===== src/rtl/iomem_arbiter.sv =====
`default_nettype none
// ============================================================================
//  Module      : iomem_arbiter
//  Description : Two-master round-robin arbiter for a picosoc-style native
//                memory port (valid/ready). One transaction per grant, with a
//                bus timeout that aborts a stalled transfer and returns
//                ERR_DATA so a dead slave cannot hang the CPU.
//  Revision    : 1.0 - initial release
// ============================================================================
module iomem_arbiter #(
  parameter int                ADDR_W   = 32,
  parameter int                DATA_W   = 32,
  parameter int                TIMEOUT  = 255,
  parameter logic [DATA_W-1:0] ERR_DATA = {DATA_W{1'b1}}
) (
  input  logic                  clk,
  input  logic                  rst,

  input  logic                  m0_valid,
  output logic                  m0_ready,
  input  logic [ADDR_W-1:0]     m0_addr,
  input  logic [DATA_W-1:0]     m0_wdata,
  input  logic [DATA_W/8-1:0]   m0_wstrb,
  output logic [DATA_W-1:0]     m0_rdata,

  input  logic                  m1_valid,
  output logic                  m1_ready,
  input  logic [ADDR_W-1:0]     m1_addr,
  input  logic [DATA_W-1:0]     m1_wdata,
  input  logic [DATA_W/8-1:0]   m1_wstrb,
  output logic [DATA_W-1:0]     m1_rdata,

  output logic                  s_valid,
  input  logic                  s_ready,
  output logic [ADDR_W-1:0]     s_addr,
  output logic [DATA_W-1:0]     s_wdata,
  output logic [DATA_W/8-1:0]   s_wstrb,
  input  logic [DATA_W-1:0]     s_rdata,

  output logic [1:0]            grant,
  output logic                  timeout
);

  // Stall counter only needs to reach TIMEOUT; keep one bit when disabled.
  localparam int                c_cnt_w   = (TIMEOUT > 0) ? $clog2(TIMEOUT + 1) : 1;
  localparam logic [c_cnt_w-1:0] c_timeout = c_cnt_w'(TIMEOUT);
  localparam bit                c_to_en   = (TIMEOUT != 0);

  typedef enum logic [1:0] {
    ST_IDLE = 2'd0,
    ST_OWN0 = 2'd1,
    ST_OWN1 = 2'd2
  } state_t;

  state_t             r_state;
  logic [1:0]         r_grant;
  logic               r_last_m1;   // 1 when m1 was the most recent owner
  logic [c_cnt_w-1:0] r_cnt;

  logic w_own0;
  logic w_own1;
  logic w_own_valid;
  logic w_timeout;

  // Ownership is taken from the registered grant; reset drops it at once so
  // no ready can escape during the reset cycle.
  assign w_own0      = r_grant[0] & ~rst;
  assign w_own1      = r_grant[1] & ~rst;
  assign w_own_valid = (w_own0 & m0_valid) | (w_own1 & m1_valid);

  // Abort when the stall count has reached the limit; a slave ready arriving
  // on that same cycle still completes normally.
  assign w_timeout   = c_to_en & w_own_valid & ~s_ready & (r_cnt == c_timeout);

  assign grant       = r_grant;
  assign timeout     = w_timeout;

  // Slave-side request mux and master-side ready/rdata return.
  always_comb begin
    s_valid  = w_own_valid & ~w_timeout;
    s_addr   = '0;
    s_wdata  = '0;
    s_wstrb  = '0;
    m0_ready = 1'b0;
    m1_ready = 1'b0;
    m0_rdata = '0;
    m1_rdata = '0;
    if (w_own0) begin
      s_addr   = m0_addr;
      s_wdata  = m0_wdata;
      s_wstrb  = m0_wstrb;
      m0_ready = m0_valid & (s_ready | w_timeout);
      m0_rdata = w_timeout ? ERR_DATA : s_rdata;
    end else if (w_own1) begin
      s_addr   = m1_addr;
      s_wdata  = m1_wdata;
      s_wstrb  = m1_wstrb;
      m1_ready = m1_valid & (s_ready | w_timeout);
      m1_rdata = w_timeout ? ERR_DATA : s_rdata;
    end
  end

  // Arbitration FSM: pick an owner from IDLE, hold it for one transaction,
  // then always pass back through IDLE so a waiting peer gets its turn.
  always_ff @(posedge clk) begin
    if (rst) begin
      r_state   <= ST_IDLE;
      r_grant   <= 2'b00;
      r_last_m1 <= 1'b1;
      r_cnt     <= '0;
    end else begin
      case (r_state)
        ST_IDLE: begin
          r_cnt <= '0;
          if (m0_valid && (!m1_valid || r_last_m1)) begin
            r_state   <= ST_OWN0;
            r_grant   <= 2'b01;
            r_last_m1 <= 1'b0;
          end else if (m1_valid) begin
            r_state   <= ST_OWN1;
            r_grant   <= 2'b10;
            r_last_m1 <= 1'b1;
          end
        end
        ST_OWN0, ST_OWN1: begin
          // Completion, abort, or the owner withdrawing its request all end
          // the tenure.
          if (!w_own_valid || s_ready || w_timeout) begin
            r_state <= ST_IDLE;
            r_grant <= 2'b00;
            r_cnt   <= '0;
          end else if (r_cnt != c_timeout) begin
            r_cnt <= r_cnt + c_cnt_w'(1);
          end
        end
        default: begin
          r_state <= ST_IDLE;
          r_grant <= 2'b00;
          r_cnt   <= '0;
        end
      endcase
    end
  end

endmodule
`default_nettype wire

===== config.mk =====
export PLATFORM = sky130hd
export DESIGN_NAME = iomem_arbiter
export DESIGN_NICKNAME = d
export VERILOG_FILES = /design/src/rtl/iomem_arbiter.sv
export SDC_FILE = /design/constraint.sdc
export NUM_CORES = 1
export LEC_CHECK = 0
export CAP_MARGIN = 20
export CORE_AREA = 2 2 122 124
export CTS_BUF_LIST = sky130_fd_sc_hd__clkbuf_2
export DETAILED_ROUTE_END_ITERATION = 16
export DIE_AREA = 0 0 124 126
export PLACE_DENSITY = 0.6
export SLEW_MARGIN = 20
export SYNTH_ARGS = -nofsm -noshare
export SYNTH_HDL_FRONTEND = slang
export SYNTH_SLANG_ARGS = --single-unit

===== constraint.sdc =====
create_clock -name clk -period 1.85 [get_ports clk]
set_input_delay 0.37 -clock clk [delete_from_list [all_inputs] [get_ports clk]]
set_output_delay 0.37 -clock clk [all_outputs]
set_load 0.005 [all_outputs]

==> results of run 1 <==
-- layer usage --
| metal | part of all wire [%] | vias to the layer above | global-route usage, % |
|---|---|---|---|
| met1 | 38 | 1689 | 20.5 |
| met5 | 0 | - | 0 |
| met4 | 0.70 | 0 | 1.85 |
| met2 | 50 | 220 | 31.9 |
| li1 | - | 1722 | - |
| met3 | 11 | 14 | 5.80 |
-- final cells by class --
class	instances	share of cell area [%]
clock buffers	4	0.345
inverters	5	0.366
multi-input cells	223	27.5
flip-flops and latches	11	3.90
well taps	184	3.96
repair buffers	399	64.0
-- timing repair --
item,4_1_cts,5_1_grt
gates cloned,12,4
pin swaps,58,68
setup endpoints to repair,138,136
setup buffers,39,7
resized for setup,641,61
-- cell usage in the layout (no fill, tap or decap), types with 3 or more instances in the layout --
cell type / n
nor2_2: 29
nor2_4: 17
nand4_1: 3
buf_2: 130
buf_16: 8
clkdlybuf4s50_1: 170
and3_1: 3
nand3_1: 5
inv_1: 4
a22o_1: 65
buf_4: 30
buf_6: 30
clkbuf_2: 4
dfxtp_1: 6
buf_12: 18
buf_8: 6
nor2_1: 63
nand2_1: 7
dfxtp_2: 5
clkbuf_16: 4
a22o_4: 3
-- logic make-up (layout without fill, tap and decap cells) --
| family | after synthesis | count (layout) | share of synthesized area (%) |
|---|---|---|---|
| and+or+nand+nor | 137 | 137 | 34.3 |
| adders and majority gates | 2 | 2 | 1.51 |
| buffers and inverters | 30 | 408 | 7.83 |
| AOI/OAI and AO/OA | 80 | 80 | 41.0 |
| DFF | 11 | 11 | 13.3 |
| xor gates and xnor gates | 4 | 4 | 2.11 |
-- worst reg2reg max path, delay by kind of cell, from the launching register on --
| family | cells | cell delay [ns] |
|---|---|---|
| AO/OA/AOI/OAI | 1 | 0.17 |
| adder cells (fa/ha/maj) | 1 | 0.28 |
| buffers and inverters | 5 | 0.52 |
| flip-flops | 1 | 0.35 |
| AND/OR/NAND/NOR | 2 | 0.31 |
-- how the worst max path moves through the flow --
stage,startpoint,to,slack (ns),cells past startpoint
2_1_floorplan,rst,m0_rdata[23],0.005,5
3_5_place_dp,rst,m0_rdata[0],-1.02,7
6_report,s_ready,m1_rdata[22],-0.35,9
5_1_grt,r_cnt[3],m1_ready,-0.44,8
4_1_cts,r_cnt[0],m0_rdata[29],-0.38,8
3_3_place_gp,rst,m1_rdata[10],-1.01,7
-- registers in the layout, indices dropped and copies added (netlist names) --
| name | cells |
|---|---|
| grant | 2 |
| r_cnt | 8 |
| r_last_m1 | 1 |
-- synth_stat cells --
cell type	instances
or2_2	1
nor2_1	109
o21a_1	1
nand2_1	8
buf_2	5
nor3_1	2
a22oi_1	2
a31oi_1	2
inv_1	5
o32ai_1	2
and2_1	2
o21ai_0	1
ha_1	2
xnor2_1	2
nand4_1	3
a22o_1	68
a21oi_1	1
buf_4	3
clkbuf_1	15
and3_1	3
xor2_1	2
buf_1	2
dfxtp_1	11
nor4_4	1
nand3_1	6
nor3b_1	1
a211oi_1	1
o211ai_1	2
nor2b_1	1
-- power by group through the flow --
stage                     clock network [mW]  logic [mW]  registers, mW
final                                  0.137        1.08          0.249
after global routing                   0.153        1.15          0.250
after CTS                              0.136        1.05          0.249
after detailed placement                   0       0.979          0.252
after global placement                     0       0.973          0.252
after floorplan                            0       0.226          0.255
-- metrics by stage --
| stage | worst slack [ns] | std cells | power (mW) |
|---|---|---|---|
| floorplan | 0.00525 | 264 | 0.481 |
| finish | -0.346 | 826 | 1.46 |
| CTS | -0.383 | 821 | 1.44 |
| global placement | -1.01 | 769 | 1.22 |
| detailed placement | -1.02 | 769 | 1.23 |
| global route | -0.442 | 826 | 1.55 |
==> metrics, run 1 <==
clk_lat worst skew=between 0.2 and 0.3 ns; Die X=124 um; Net Sw Frac=about a third; Synth Cell Area=around 1700 um^2; worst path arrival time=1.83 ns; Multi-input gate area=1600 um^2; largest net degree at the start of global routing=33; Slew HR=78.4%; family with the most delay on the worst path=buffers and inverters; Max H-tree Level=1; failing checks=negative setup slack; drt pass-1 iters=6; syn_nets=about 440; Power Density=252 nW/um^2; chip height=126 um; net switching power=0.460 mW; CTS Sinks=11; most used cell, CP=buf_6; Req. time, crit path=1.48 ns; Initial Util=11.6%; Layout area overhead=250%; Hold Buf Count CTS=0; DRC violations left=0; nature of the critical path endpoint=primary output; FF/Latch Area=approximately 230 um^2; Slew @ Worst Pin=0.324 ns; DRT Wirelength=15500 um; final setup fails=134; Comb power frac=73.6%; Startpoint Class=input pin; VDD IR max=around 0.00012 V; Final Net Count=818; cts bufs inserted=3; register area share after synthesis=between 10% and 20%; Clock power frac=a little under a tenth; final instance area=a little under 6000 um^2; Hold Startpoint=rst; Worst Skew=0.00262 ns; number of DRC markers in iteration 0=64; WHS=0.567 ns; Worst Hold Endpoint=grant[0]; Cells on Worst Hold Path=4; io pins=311; Die ar.=15600 um^2; Flop pwr share=about 17%; number of global-route vias before repair=3699; Setup TNS Final=-27.33 ns; fill cell count=~1500; CP Cell Sequence=clkdlybuf4s15_1 > or2_4 > nor4_4 > buf_6 > buf_6 > buf_16 > nor2_2 > nor2_1 > buf_2; Util after Layout=between 40% and 50%; HP Class=input pin to flop; Fin. Hold Viols=0; Slowest-stage cell, CP=nor4_4; Worst Path Buf+Inv=5; P_leak=around 2.7 nW; register-to-register setup slack=0.12 ns; critical path class=input pin to primary output; Routed WL per cell=18.7 um; FMAX=455 MHz; Internal=about 1 mW; reg2reg start=grant[0]; I/O Buffers=between 300 and 400; Routability Congestion=0.944; syn_area_per_cell=roughly 6.3 um^2; CTS tree=done; Detail Route Antenna Nets=0; RSZ-0062 raised after global routing=yes; Ys Warns=0; post-synth top area cell=a22o_1; Ant. Diodes=0; worst r2r dst=r_cnt[3]; GRT Util Overall=17.5%; R2R depth=9; PnR worst setup slack=-0.346 ns; number of synthesized register bits=11; dpl hpwl=11300 um; Pins Over Slew Limit=0; fin crit share=119%; initial antenna violation count=0; status=finished, violations left; gr ovfl total=0; synth top area cells=a22o_1 (36%), nor2_1 (25%), dfxtp_1 (13%), clkbuf_1 (3.4%), nand3_1 (1.8%); routed vias/inst=roughly 4.4; core area=about 14000 um^2; Root Driver=clkbuf_2; Unique masters post-synth=29; row count=44; share of cells above drive strength 1=45.8%; global-route wire length before repair=about 21000 um; clk slew on worst S/H paths=roughly 0.11 ns; largest stage delay on the critical path=0.27 ns; DR vias=3645; maximum buffer depth of the clock tree=2; Critical Path Fanout Max=8; post-synth top area share=a little over a third; fin crit period=2.20 ns; max_cap viols=0; post-place instance area=5290 um^2; Syn Inst Count=roughly 260
Power figures use the tool's default switching activity.
==> run 2: changes to the inputs <==
--- a/config.mk
+++ b/config.mk
@@ -5,12 +5,14 @@
 export SDC_FILE = /design/constraint.sdc
 export NUM_CORES = 1
 export LEC_CHECK = 0
+export ABC_AREA = 0
 export CAP_MARGIN = 20
 export CORE_AREA = 2 2 122 124
 export CTS_BUF_LIST = sky130_fd_sc_hd__clkbuf_2
 export DETAILED_ROUTE_END_ITERATION = 16
 export DIE_AREA = 0 0 124 126
 export PLACE_DENSITY = 0.6
+export REMOVE_ABC_BUFFERS = 1
 export SLEW_MARGIN = 20
 export SYNTH_ARGS = -nofsm -noshare
 export SYNTH_HDL_FRONTEND = slang
==> metrics, run 2 (synthesized netlist as in run 1, its figures left out) <==
status=finished, violations left; failing checks=negative setup slack; max reg flops=8; Max H-tree Level=1; GRT Util Overall=between 10% and 20%; Fin. Hold Viols=0; Initial Util=11.6%; FMAX=445 MHz; Root Driver=clkbuf_2; initial antenna violation count=1; Cell Count, Final, Fillers Out=839; Power Density=257 nW/um^2; worst path arrival time=1.88 ns; register-to-register setup slack=0.07 ns; routed vias/inst=~4.5; Worst Skew=0.00123 ns; Die ar.=15600 um^2; Startpoint Class=input pin; Req. time, crit path=between 1 and 1.5 ns; most frequent cells in the layout=clkdlybuf4s50_1 (169), buf_2 (130), nor2_1 (70), a22o_1 (68), buf_6 (40); fin crit share=121%; PnR worst setup slack=-0.395 ns; Ant. Diodes=0; nature of the critical path endpoint=primary output; number of DRC markers in iteration 0=148; Final Net Count=between 800 and 900; DR vias=3752; fin crit period=2.25 ns; commonest non-fill, non-tap cell in the layout=clkdlybuf4s50_1; Reg with most FFs=r_cnt; max_cap viols=0; RSZ-0062 raised after global routing=yes; Slew HR=roughly 81%; clk_lat worst skew=0.26 ns; CTS tree=done; Critical Path Fanout Max=6; Die X=124 um; row count=44; clk slew on worst S/H paths=0.11 ns; global-route wire length before repair=21600 um; drt pass-1 iters=4; critical path class=input pin to primary output; Slew @ Worst Pin=0.282 ns; chip height=between 100 and 150 um; DRC violations left=0; core area=around 14000 um^2; maximum buffer depth of the clock tree=2; cts bufs inserted=3; io pins=between 300 and 400; fill cell count=roughly 1500; P_leak=2.80 nW; VDD IR max=between 0.0001 and 0.00015 V; dpl hpwl=11200 um; final setup fails=around 130; largest net degree at the start of global routing=34; Detail Route Antenna Nets=0; dpl cells=770; share of cells above drive strength 1=45.5%; HP Class=input pin to flop; number of global-route vias before repair=3867; Routability Congestion=between 0.9 and 1; WHS=0.527 ns; Layout area overhead=256%; gr ovfl total=0; I/O Buffers=slightly above 300; Pins Over Slew Limit=0; CTS Sinks=11; DRT Wirelength=15900 um; Routed WL per cell=19.0 um
## run 2: path summary, 6_finish.rpt
check	end	start	depth (start not counted)
min	grant[1]	rst	4
max reg2reg	grant[0]	grant[0]	9
min reg2reg	r_cnt[5]	r_cnt[5]	2
max	m0_rdata[27]	s_ready	9
## run 2: layout make-up
class | count | area (um^2) | share of cell area, %
Timing Repair Buffer | 412 | 3830 | 64.7
Multi-Input combinational cell | 223 | 1590 | 26.9
Tap cell | 184 | 230 | 3.89
Sequential cell | 11 | 226 | 3.83
Clock buffer | 4 | 20.0 | 0.338
Inverter | 5 | 18.8 | 0.317
## run 2: report_power, final
group,switching [mW],total (mW),internal (mW)
Combinational,0.391,1.13,0.737
Clock,0.0838,0.141,0.0574
Sequential,0.00562,0.250,0.244
Total,0.480,1.52,1.04
## run 2: through the flow
stage	power, mW	TNS, ns	area [um^2]	setup WS (ns)	utilization, %
global route	1.60	-46.47	5920	-0.508	41.4
detailed placement	1.22	-105.50	5260	-0.882	36.8
floorplan	0.473	-150.40	1550	-1.75	-
CTS	1.53	-37.23	5910	-0.405	41.3
global placement	1.21	-102.41	5260	-0.851	36.8
finish	1.52	-33.41	5920	-0.395	41.4
## run 2: what timing repair did
| item | in CTS | in global routing |
|---|---|---|
| setup buffers | 55 | 6 |
| pin swaps | 71 | 38 |
| setup endpoints to repair | 136 | 139 |
| hold buffers | 0 | 0 |
| cloned | 15 | 2 |
| endpoints found under the hold margin | 0 | 0 |
| resized for setup | 667 | 41 |
## run 2: critical path: stages
cell	delay [ns]
dlygate4sd2_1	0.25
or2_4	0.26
nor4_4	0.28
buf_4	0.18
buf_12	0.12
buf_8	0.13
nor2_1	0.06
nor2_1	0.09
buf_2	0.12
## run 2: metal layers
metal | wire (um) | global-route usage [%] | part of all wire, % | vias up
met3 | 1790 | 5.62 | 11 | 21
li1 | - | - | - | 1739
met4 | 337 | 4.23 | 2.1 | 2
met1 | 5310 | 17.3 | 33 | 1772
met2 | 8500 | 37.1 | 53 | 218
met5 | 13 | 0 | 0.082 | -
==> run 3: changes to the inputs <==
--- a/config.mk
+++ b/config.mk
@@ -12,7 +12,6 @@
 export DETAILED_ROUTE_END_ITERATION = 16
 export DIE_AREA = 0 0 124 126
 export PLACE_DENSITY = 0.6
-export REMOVE_ABC_BUFFERS = 1
 export SLEW_MARGIN = 20
 export SYNTH_ARGS = -nofsm -noshare
 export SYNTH_HDL_FRONTEND = slang
==> results of run 3 <==
No change in the layout: final DEF, timing and power equal those of run 1.
